<file path="config.mk">
export PLATFORM = sky130hd
export DESIGN_NAME = lavadora_ciclo_flat
export DESIGN_NICKNAME = d
export VERILOG_FILES = /design/src/rtl/lavadora_ciclo_if.sv /design/src/rtl/lavadora_ciclo.sv /design/src/flat_wrapper.sv
export SDC_FILE = /design/constraint.sdc
export NUM_CORES = 1
export LEC_CHECK = 0
export CAP_MARGIN = 30
export CORE_MARGIN = 10
export CORE_UTILIZATION = 56
export DETAILED_ROUTE_END_ITERATION = 12
export PLACE_DENSITY = 0.81
export SYNTH_ARGS = -nofsm -noshare
export SYNTH_HDL_FRONTEND = slang
export SYNTH_SLANG_ARGS = --single-unit
</file>
<file path="constraint.sdc">
create_clock -name clk -period 2.9 [get_ports clk]
set_input_delay 0.725 -clock clk [delete_from_list [all_inputs] [get_ports clk]]
set_output_delay 0.725 -clock clk [all_outputs]
set_load 0.02 [all_outputs]
</file>
<file path="src/rtl/lavadora_ciclo_if.sv">
// Signal bundle between the payment controller / door sensor side and the
// washer cycle executor: service request pulses in, actuator and status outputs back.
interface lavadora_ciclo_if;
    logic       SECADO;
    logic       LAVADO;
    logic       LAVADO_PESADO;
    logic       puerta_cerrada;
    logic       ocupado;
    logic       valvula;
    logic       motor;
    logic       calor;
    logic       pausa;
    logic       fin;
    logic       rechazo;
    logic [2:0] fase;

    modport master (
        output SECADO, LAVADO, LAVADO_PESADO, puerta_cerrada,
        input  ocupado, valvula, motor, calor, pausa, fin, rechazo, fase
    );

    modport slave (
        input  SECADO, LAVADO, LAVADO_PESADO, puerta_cerrada,
        output ocupado, valvula, motor, calor, pausa, fin, rechazo, fase
    );
endinterface

</file>
<file path="src/rtl/lavadora_ciclo.sv">
// Washer/dryer cycle executor: accepts one service pulse while idle and walks the
// actuators through timed phases, pausing whenever the door is open.
module lavadora_ciclo #(
    parameter int T_LLENADO       = 4,
    parameter int T_LAVADO        = 8,
    parameter int T_LAVADO_PESADO = 16,
    parameter int T_ENJUAGUE      = 4,
    parameter int T_CENTRIFUGADO  = 6,
    parameter int T_SECADO        = 10,
    parameter int TW              = 8
) (
    input  logic             clk,
    input  logic             rst,
    lavadora_ciclo_if.slave  bus
);

    typedef enum logic [2:0] {
        IDLE         = 3'd0,
        LLENADO      = 3'd1,
        LAVANDO      = 3'd2,
        ENJUAGUE     = 3'd3,
        CENTRIFUGADO = 3'd4,
        SECANDO      = 3'd5,
        FIN          = 3'd6
    } fase_e;

    typedef enum logic [1:0] {
        SRV_NINGUNO = 2'd0,
        SRV_SECADO  = 2'd1,
        SRV_LAVADO  = 2'd2,
        SRV_PESADO  = 2'd3
    } srv_e;

    // The timer counts T-1 down to 0, so a duration of 2^TW still fits in TW bits.
    localparam logic [TW-1:0] CARGA_LLENADO  = TW'(T_LLENADO - 1);
    localparam logic [TW-1:0] CARGA_LAVADO   = TW'(T_LAVADO - 1);
    localparam logic [TW-1:0] CARGA_PESADO   = TW'(T_LAVADO_PESADO - 1);
    localparam logic [TW-1:0] CARGA_ENJUAGUE = TW'(T_ENJUAGUE - 1);
    localparam logic [TW-1:0] CARGA_CENTRI   = TW'(T_CENTRIFUGADO - 1);
    localparam logic [TW-1:0] CARGA_SECADO   = TW'(T_SECADO - 1);
    localparam logic [TW-1:0] UNO            = TW'(1);

    fase_e           state_reg, state_next;
    srv_e            srv_reg, srv_next;
    logic [TW-1:0]   timer_reg, timer_next;
    logic            fin_reg, fin_next;
    logic            rechazo_reg, rechazo_next;
    logic            pedido;
    logic [2:0]      act_raw;
    logic [2:0]      act_gated;

    assign pedido = bus.SECADO | bus.LAVADO | bus.LAVADO_PESADO;

    always_ff @(posedge clk or negedge rst) begin
        if (!rst) begin
            state_reg   <= IDLE;
            srv_reg     <= SRV_NINGUNO;
            timer_reg   <= '0;
            fin_reg     <= 1'b0;
            rechazo_reg <= 1'b0;
        end else begin
            state_reg   <= state_next;
            srv_reg     <= srv_next;
            timer_reg   <= timer_next;
            fin_reg     <= fin_next;
            rechazo_reg <= rechazo_next;
        end
    end

    always_comb begin
        state_next   = state_reg;
        srv_next     = srv_reg;
        timer_next   = timer_reg;
        fin_next     = 1'b0;
        rechazo_next = (state_reg != IDLE) && pedido;
        case (state_reg)
            IDLE: begin
                if (bus.LAVADO_PESADO) begin
                    srv_next   = SRV_PESADO;
                    state_next = LLENADO;
                    timer_next = CARGA_LLENADO;
                end else if (bus.LAVADO) begin
                    srv_next   = SRV_LAVADO;
                    state_next = LLENADO;
                    timer_next = CARGA_LLENADO;
                end else if (bus.SECADO) begin
                    srv_next   = SRV_SECADO;
                    state_next = SECANDO;
                    timer_next = CARGA_SECADO;
                end
            end
            FIN: begin
                state_next = IDLE;
                srv_next   = SRV_NINGUNO;
                timer_next = '0;
            end
            default: begin
                // Open door freezes both the phase and its remaining count.
                if (bus.puerta_cerrada) begin
                    if (timer_reg != '0) begin
                        timer_next = timer_reg - UNO;
                    end else begin
                        case (state_reg)
                            LLENADO: begin
                                state_next = LAVANDO;
                                timer_next = (srv_reg == SRV_PESADO) ? CARGA_PESADO : CARGA_LAVADO;
                            end
                            LAVANDO: begin
                                state_next = ENJUAGUE;
                                timer_next = CARGA_ENJUAGUE;
                            end
                            ENJUAGUE: begin
                                state_next = CENTRIFUGADO;
                                timer_next = CARGA_CENTRI;
                            end
                            CENTRIFUGADO: begin
                                if (srv_reg == SRV_PESADO) begin
                                    state_next = SECANDO;
                                    timer_next = CARGA_SECADO;
                                end else begin
                                    state_next = FIN;
                                    fin_next   = 1'b1;
                                end
                            end
                            SECANDO: begin
                                state_next = FIN;
                                fin_next   = 1'b1;
                            end
                            default: begin
                                state_next = IDLE;
                            end
                        endcase
                    end
                end
            end
        endcase
    end

    // Bit order of act_raw: valvula, motor, calor.
    assign act_raw[0] = (state_reg == LLENADO) || (state_reg == ENJUAGUE);
    assign act_raw[1] = (state_reg == LAVANDO) || (state_reg == ENJUAGUE) ||
                        (state_reg == CENTRIFUGADO) || (state_reg == SECANDO);
    assign act_raw[2] = (state_reg == SECANDO) ||
                        ((state_reg == LAVANDO) && (srv_reg == SRV_PESADO));

    for (genvar gi = 0; gi < 3; gi++) begin : g_gate
        assign act_gated[gi] = act_raw[gi] & bus.puerta_cerrada;
    end

    assign bus.valvula = act_gated[0];
    assign bus.motor   = act_gated[1];
    assign bus.calor   = act_gated[2];
    assign bus.ocupado = (state_reg != IDLE);
    assign bus.pausa   = (state_reg != IDLE) && (state_reg != FIN) && !bus.puerta_cerrada;
    assign bus.fin     = fin_reg;
    assign bus.rechazo = rechazo_reg;
    assign bus.fase    = state_reg;

endmodule

</file>
<file path="src/flat_wrapper.sv">
// flat-port wrapper written by rule: the top's interface ports become plain ports
module lavadora_ciclo_flat 
#(
    parameter int T_LLENADO       = 4,
    parameter int T_LAVADO        = 8,
    parameter int T_LAVADO_PESADO = 16,
    parameter int T_ENJUAGUE      = 4,
    parameter int T_CENTRIFUGADO  = 6,
    parameter int T_SECADO        = 10,
    parameter int TW              = 8
)
  (clk, rst, bus_SECADO, bus_LAVADO, bus_LAVADO_PESADO, bus_puerta_cerrada, bus_ocupado, bus_valvula, bus_motor, bus_calor, bus_pausa, bus_fin, bus_rechazo, bus_fase);
  lavadora_ciclo_if bus_i ();
  input  logic clk;
  input  logic rst;
  input wire logic [$bits(bus_i.SECADO)-1:0] bus_SECADO;
  input wire logic [$bits(bus_i.LAVADO)-1:0] bus_LAVADO;
  input wire logic [$bits(bus_i.LAVADO_PESADO)-1:0] bus_LAVADO_PESADO;
  input wire logic [$bits(bus_i.puerta_cerrada)-1:0] bus_puerta_cerrada;
  output wire logic [$bits(bus_i.ocupado)-1:0] bus_ocupado;
  output wire logic [$bits(bus_i.valvula)-1:0] bus_valvula;
  output wire logic [$bits(bus_i.motor)-1:0] bus_motor;
  output wire logic [$bits(bus_i.calor)-1:0] bus_calor;
  output wire logic [$bits(bus_i.pausa)-1:0] bus_pausa;
  output wire logic [$bits(bus_i.fin)-1:0] bus_fin;
  output wire logic [$bits(bus_i.rechazo)-1:0] bus_rechazo;
  output wire logic [$bits(bus_i.fase)-1:0] bus_fase;
  assign bus_i.SECADO = bus_SECADO;
  assign bus_i.LAVADO = bus_LAVADO;
  assign bus_i.LAVADO_PESADO = bus_LAVADO_PESADO;
  assign bus_i.puerta_cerrada = bus_puerta_cerrada;
  assign bus_ocupado = bus_i.ocupado;
  assign bus_valvula = bus_i.valvula;
  assign bus_motor = bus_i.motor;
  assign bus_calor = bus_i.calor;
  assign bus_pausa = bus_i.pausa;
  assign bus_fin = bus_i.fin;
  assign bus_rechazo = bus_i.rechazo;
  assign bus_fase = bus_i.fase;
  lavadora_ciclo #(.T_LLENADO(T_LLENADO), .T_LAVADO(T_LAVADO), .T_LAVADO_PESADO(T_LAVADO_PESADO), .T_ENJUAGUE(T_ENJUAGUE), .T_CENTRIFUGADO(T_CENTRIFUGADO), .T_SECADO(T_SECADO), .TW(TW)) u_core (.clk(clk), .rst(rst), .bus(bus_i));
endmodule
</file>
==> impl_summary.txt <==
----------------------------------------------------
[STA]
  Max Clock Skew ... 0.00728 ns
  Final Cycle Share ... 97.1%
  Worst relative slew slack ... 53.8%
  Worst Setup Slack, final ... 0.0828 ns
  Setup Viol. Count Final ... 0
  Max Slew Vio Count ... 0
  Setup TNS after final layout ... 0 ns
  Worst Max-Slew Pin Slew ... 0.691 ns
  Highest achievable clock rate ... 0.355 GHz
  Setup repair after global routing missed its margin ... false
  Hold violation total from the final report ... 0
  Final worst path period need ... 2.82 ns

[Clocking]
  Root Driver ... sky130_fd_sc_hd__clkbuf_4
  Total setup buffers inserted after CTS ... 0
  Count of hold-fix buffers inserted at cts ... 0
  Sink Count ... 15
  TritonCTS clock tree ... done
  Buffer depth of the longest clock path ... 2
  Register clock-pin slew on the reported worst setup and hold paths ... 0.09 ns
  Clock latency on the worst-skew pair ... 0.29 ns
  TritonCTS buffer count ... 3
  H-Tree Level Count ... 1

[Logic synthesis]
  Synthesized netlist net count ... 135
  Synth Cell Area ... 1050 sq um
  Synthesized flop and latch total ... 15
  Yosys synthesis warning count ... 0
  Number of synthesized flops with an enable pin ... 0
  Unique cell type count in the Yosys netlist ... 42
  Most used DFF post-synth ... sky130_fd_sc_hd__dfrtp_1
  Share of flip-flops with an asynchronous set or reset ... 100%
  Post-Synthesis Cells ... 127
  Mean Syn Cell Area ... 8.30 sq um
  Most area-consuming cells after synthesis ... sky130_fd_sc_hd__dfrtp_1 (36%), sky130_fd_sc_hd__a21oi_1 (4.8%), sky130_fd_sc_hd__nor2_1 (4.6%)
  Portion of synthesized cell area occupied by the leading cell type ... 35.6%
  Sequential area share after synthesis ... 35.6%
  Cell accounting for the most synthesized area ... sky130_fd_sc_hd__dfrtp_1

[Critical path]
  Crit path kind ... in2out
  Crit path DAT ... 2.09 ns
  Highest net fanout along the worst path ... 4
  Kind of start point of the critical path ... input pin
  Crit end category ... output port
  Worst path required time ... 2.17 ns

[Finish]
  Area added between synthesis and finish ... 21.5%
  Most frequent cells in the layout ... sky130_fd_sc_hd__clkdlybuf4s50_1 (15), sky130_fd_sc_hd__dfrtp_1 (14), sky130_fd_sc_hd__nor2_1 (12)
  # nets final ... 155
  Leading cell type in the layout, fill and taps excluded ... sky130_fd_sc_hd__clkdlybuf4s50_1
  Flip-flop count of the largest register, all copies and words added ... 8
  Area of the multi-input gates ... 623 sq um
  Area taken by flip-flops and latches ... 377 sq um
  Antenna cell count ... 0
  Share of cells above drive strength 1 ... 15.8%
  Final-layout fill cell count ... 141

[GRT]
  Wire length of the first global-routing pass ... 4890 um
  Number of global-route vias before repair ... 1052
  Total routing resource utilization after global routing ... 14.4%
  Largest net degree at the start of global routing ... 16
  Total overflow reported by the global router ... 0
  Number of antenna violations at the first check in global routing ... 0

[Placed design]
  Placer Congestion ... 0.875
  Pre-CTS setup slack ... 0.0859 ns
  Placed wire-length estimate ... 2080 um
  Count of port buffers added during placement ... 15

[Route]
  Number of DRC markers in iteration 0 ... 79
  Drt drc ... 0
  Via count ... 1093
  Vias per inst ... 6.39
  Routed wirelength normalized by instance count ... 16.8 um
  Number of search-and-repair iterations in the first detailed-routing pass ... 4
  Antenna Nets Post-Route ... 0
  Routed wire length ... 2880 um

[Outcome]
  Result of the run ... finished clean

[Worst hold path]
  Path category of the worst min-delay check ... reg2reg

[Run]
  Max-capacitance violation count ... 0

[Pwr]
  Leakage power ... 0.514 nW
  Power, Total ... 1.69 mW
  Worst VDD drop ... 777 uV
  Power Density ... 1320 nW/um^2

[Die]
  Die span in y ... 63.4 um
  Top Ports ... 16
  Starting Density ... 59.7%
  Die outline area ... 4020 sq um
  Core box area ... 1760 sq um
  Total number of placement rows ... 15
  DIE WIDTH ... 63.4 um

----------------------------------------------------
-- layer usage --
metal	wire, um	part of all wire [%]	vias to the layer above	global-route usage, %
met5	0	0	-	0
met4	40	1.4	0	5.19
met2	1360	47	75	23.6
met1	1180	41	508	17.8
met3	297	10	7	3.36
li1	-	-	503	-
-- power breakdown --
part	internal [mW]	switching, mW	total [mW]
combinational	0.478	0.636	1.11
clock	0.0513	0.0751	0.126
sequential	0.298	0.153	0.450
total	0.827	0.863	1.69
-- logic make-up after synthesis --
family | synth area share [%]
compound gates | 27.0
simple gates | 27.0
flops | 35.6
buf+inv | 5.46
xor+xnor | 1.54
mux | 1.07
fa+ha+maj | 2.37
-- repair_timing --
item | in CTS | in global routing
endpoints found under the hold margin | 0 | 0
gates resized for setup | 0 | 2
endpoints found under the setup margin | 0 | 3
-- synthesized netlist by cell type (2+ instances only) --
library cell and count:
sky130_fd_sc_hd__nor2_1 13, sky130_fd_sc_hd__dfrtp_1 15, sky130_fd_sc_hd__o21ai_0 6, sky130_fd_sc_hd__nor3b_1 2
sky130_fd_sc_hd__inv_1 7, sky130_fd_sc_hd__nand2_1 11, sky130_fd_sc_hd__nor3_1 5, sky130_fd_sc_hd__nand3_1 4
sky130_fd_sc_hd__a21oi_1 10, sky130_fd_sc_hd__nor2b_1 3, sky130_fd_sc_hd__ha_1 2, sky130_fd_sc_hd__clkbuf_1 4
sky130_fd_sc_hd__o21ai_1 9, sky130_fd_sc_hd__nand2b_1 4, sky130_fd_sc_hd__o31ai_1 5
-- cell type report --
cell class	instances	area share (%)
sequential	15	29.4
tap	25	2.44
clock buffer	3	1.76
multi-input combinational	99	48.7
inverter	7	2.05
clock inverter	1	0.391
timing repair buffer	21	15.2
-- stage by stage --
stage                     hold WS, ns  cells  utilization [%]  cell area, sq um
final                           0.520    171             72.6              1280
after global routing            0.547    171             72.6              1280
after CTS                       0.519    171             72.3              1280
after detailed placement        0.506    167             70.8              1250
after global placement          0.494    167             70.8              1250
after floorplan                 0.429    127                -              1050
-- worst max-delay path, cell delays in order --
cell                              delay, ns
sky130_fd_sc_hd__clkdlybuf4s50_1       0.56
sky130_fd_sc_hd__inv_1                 0.08
sky130_fd_sc_hd__a21oi_1               0.11
sky130_fd_sc_hd__clkdlybuf4s50_1       0.62
-- path summary, 6_finish.rpt --
kind                                startpoint             endpoint  slack (ns)  depth (start not counted)
max in group asynchronous                  rst   u_core.bus.fase[2]        1.59                          1
setup / recovery            bus_puerta_cerrada            bus_calor        0.08                          4
hold / removal             u_core.timer_reg[7]  u_core.timer_reg[7]        0.52                          1
hold reg to reg            u_core.timer_reg[7]  u_core.timer_reg[7]        0.52                          1
min in group asynchronous                  rst   u_core.bus.fase[0]        0.84                          1
setup reg to reg           u_core.timer_reg[0]  u_core.timer_reg[1]        0.87                          7
No activity file was read; power rests on OpenSTA's default activity.
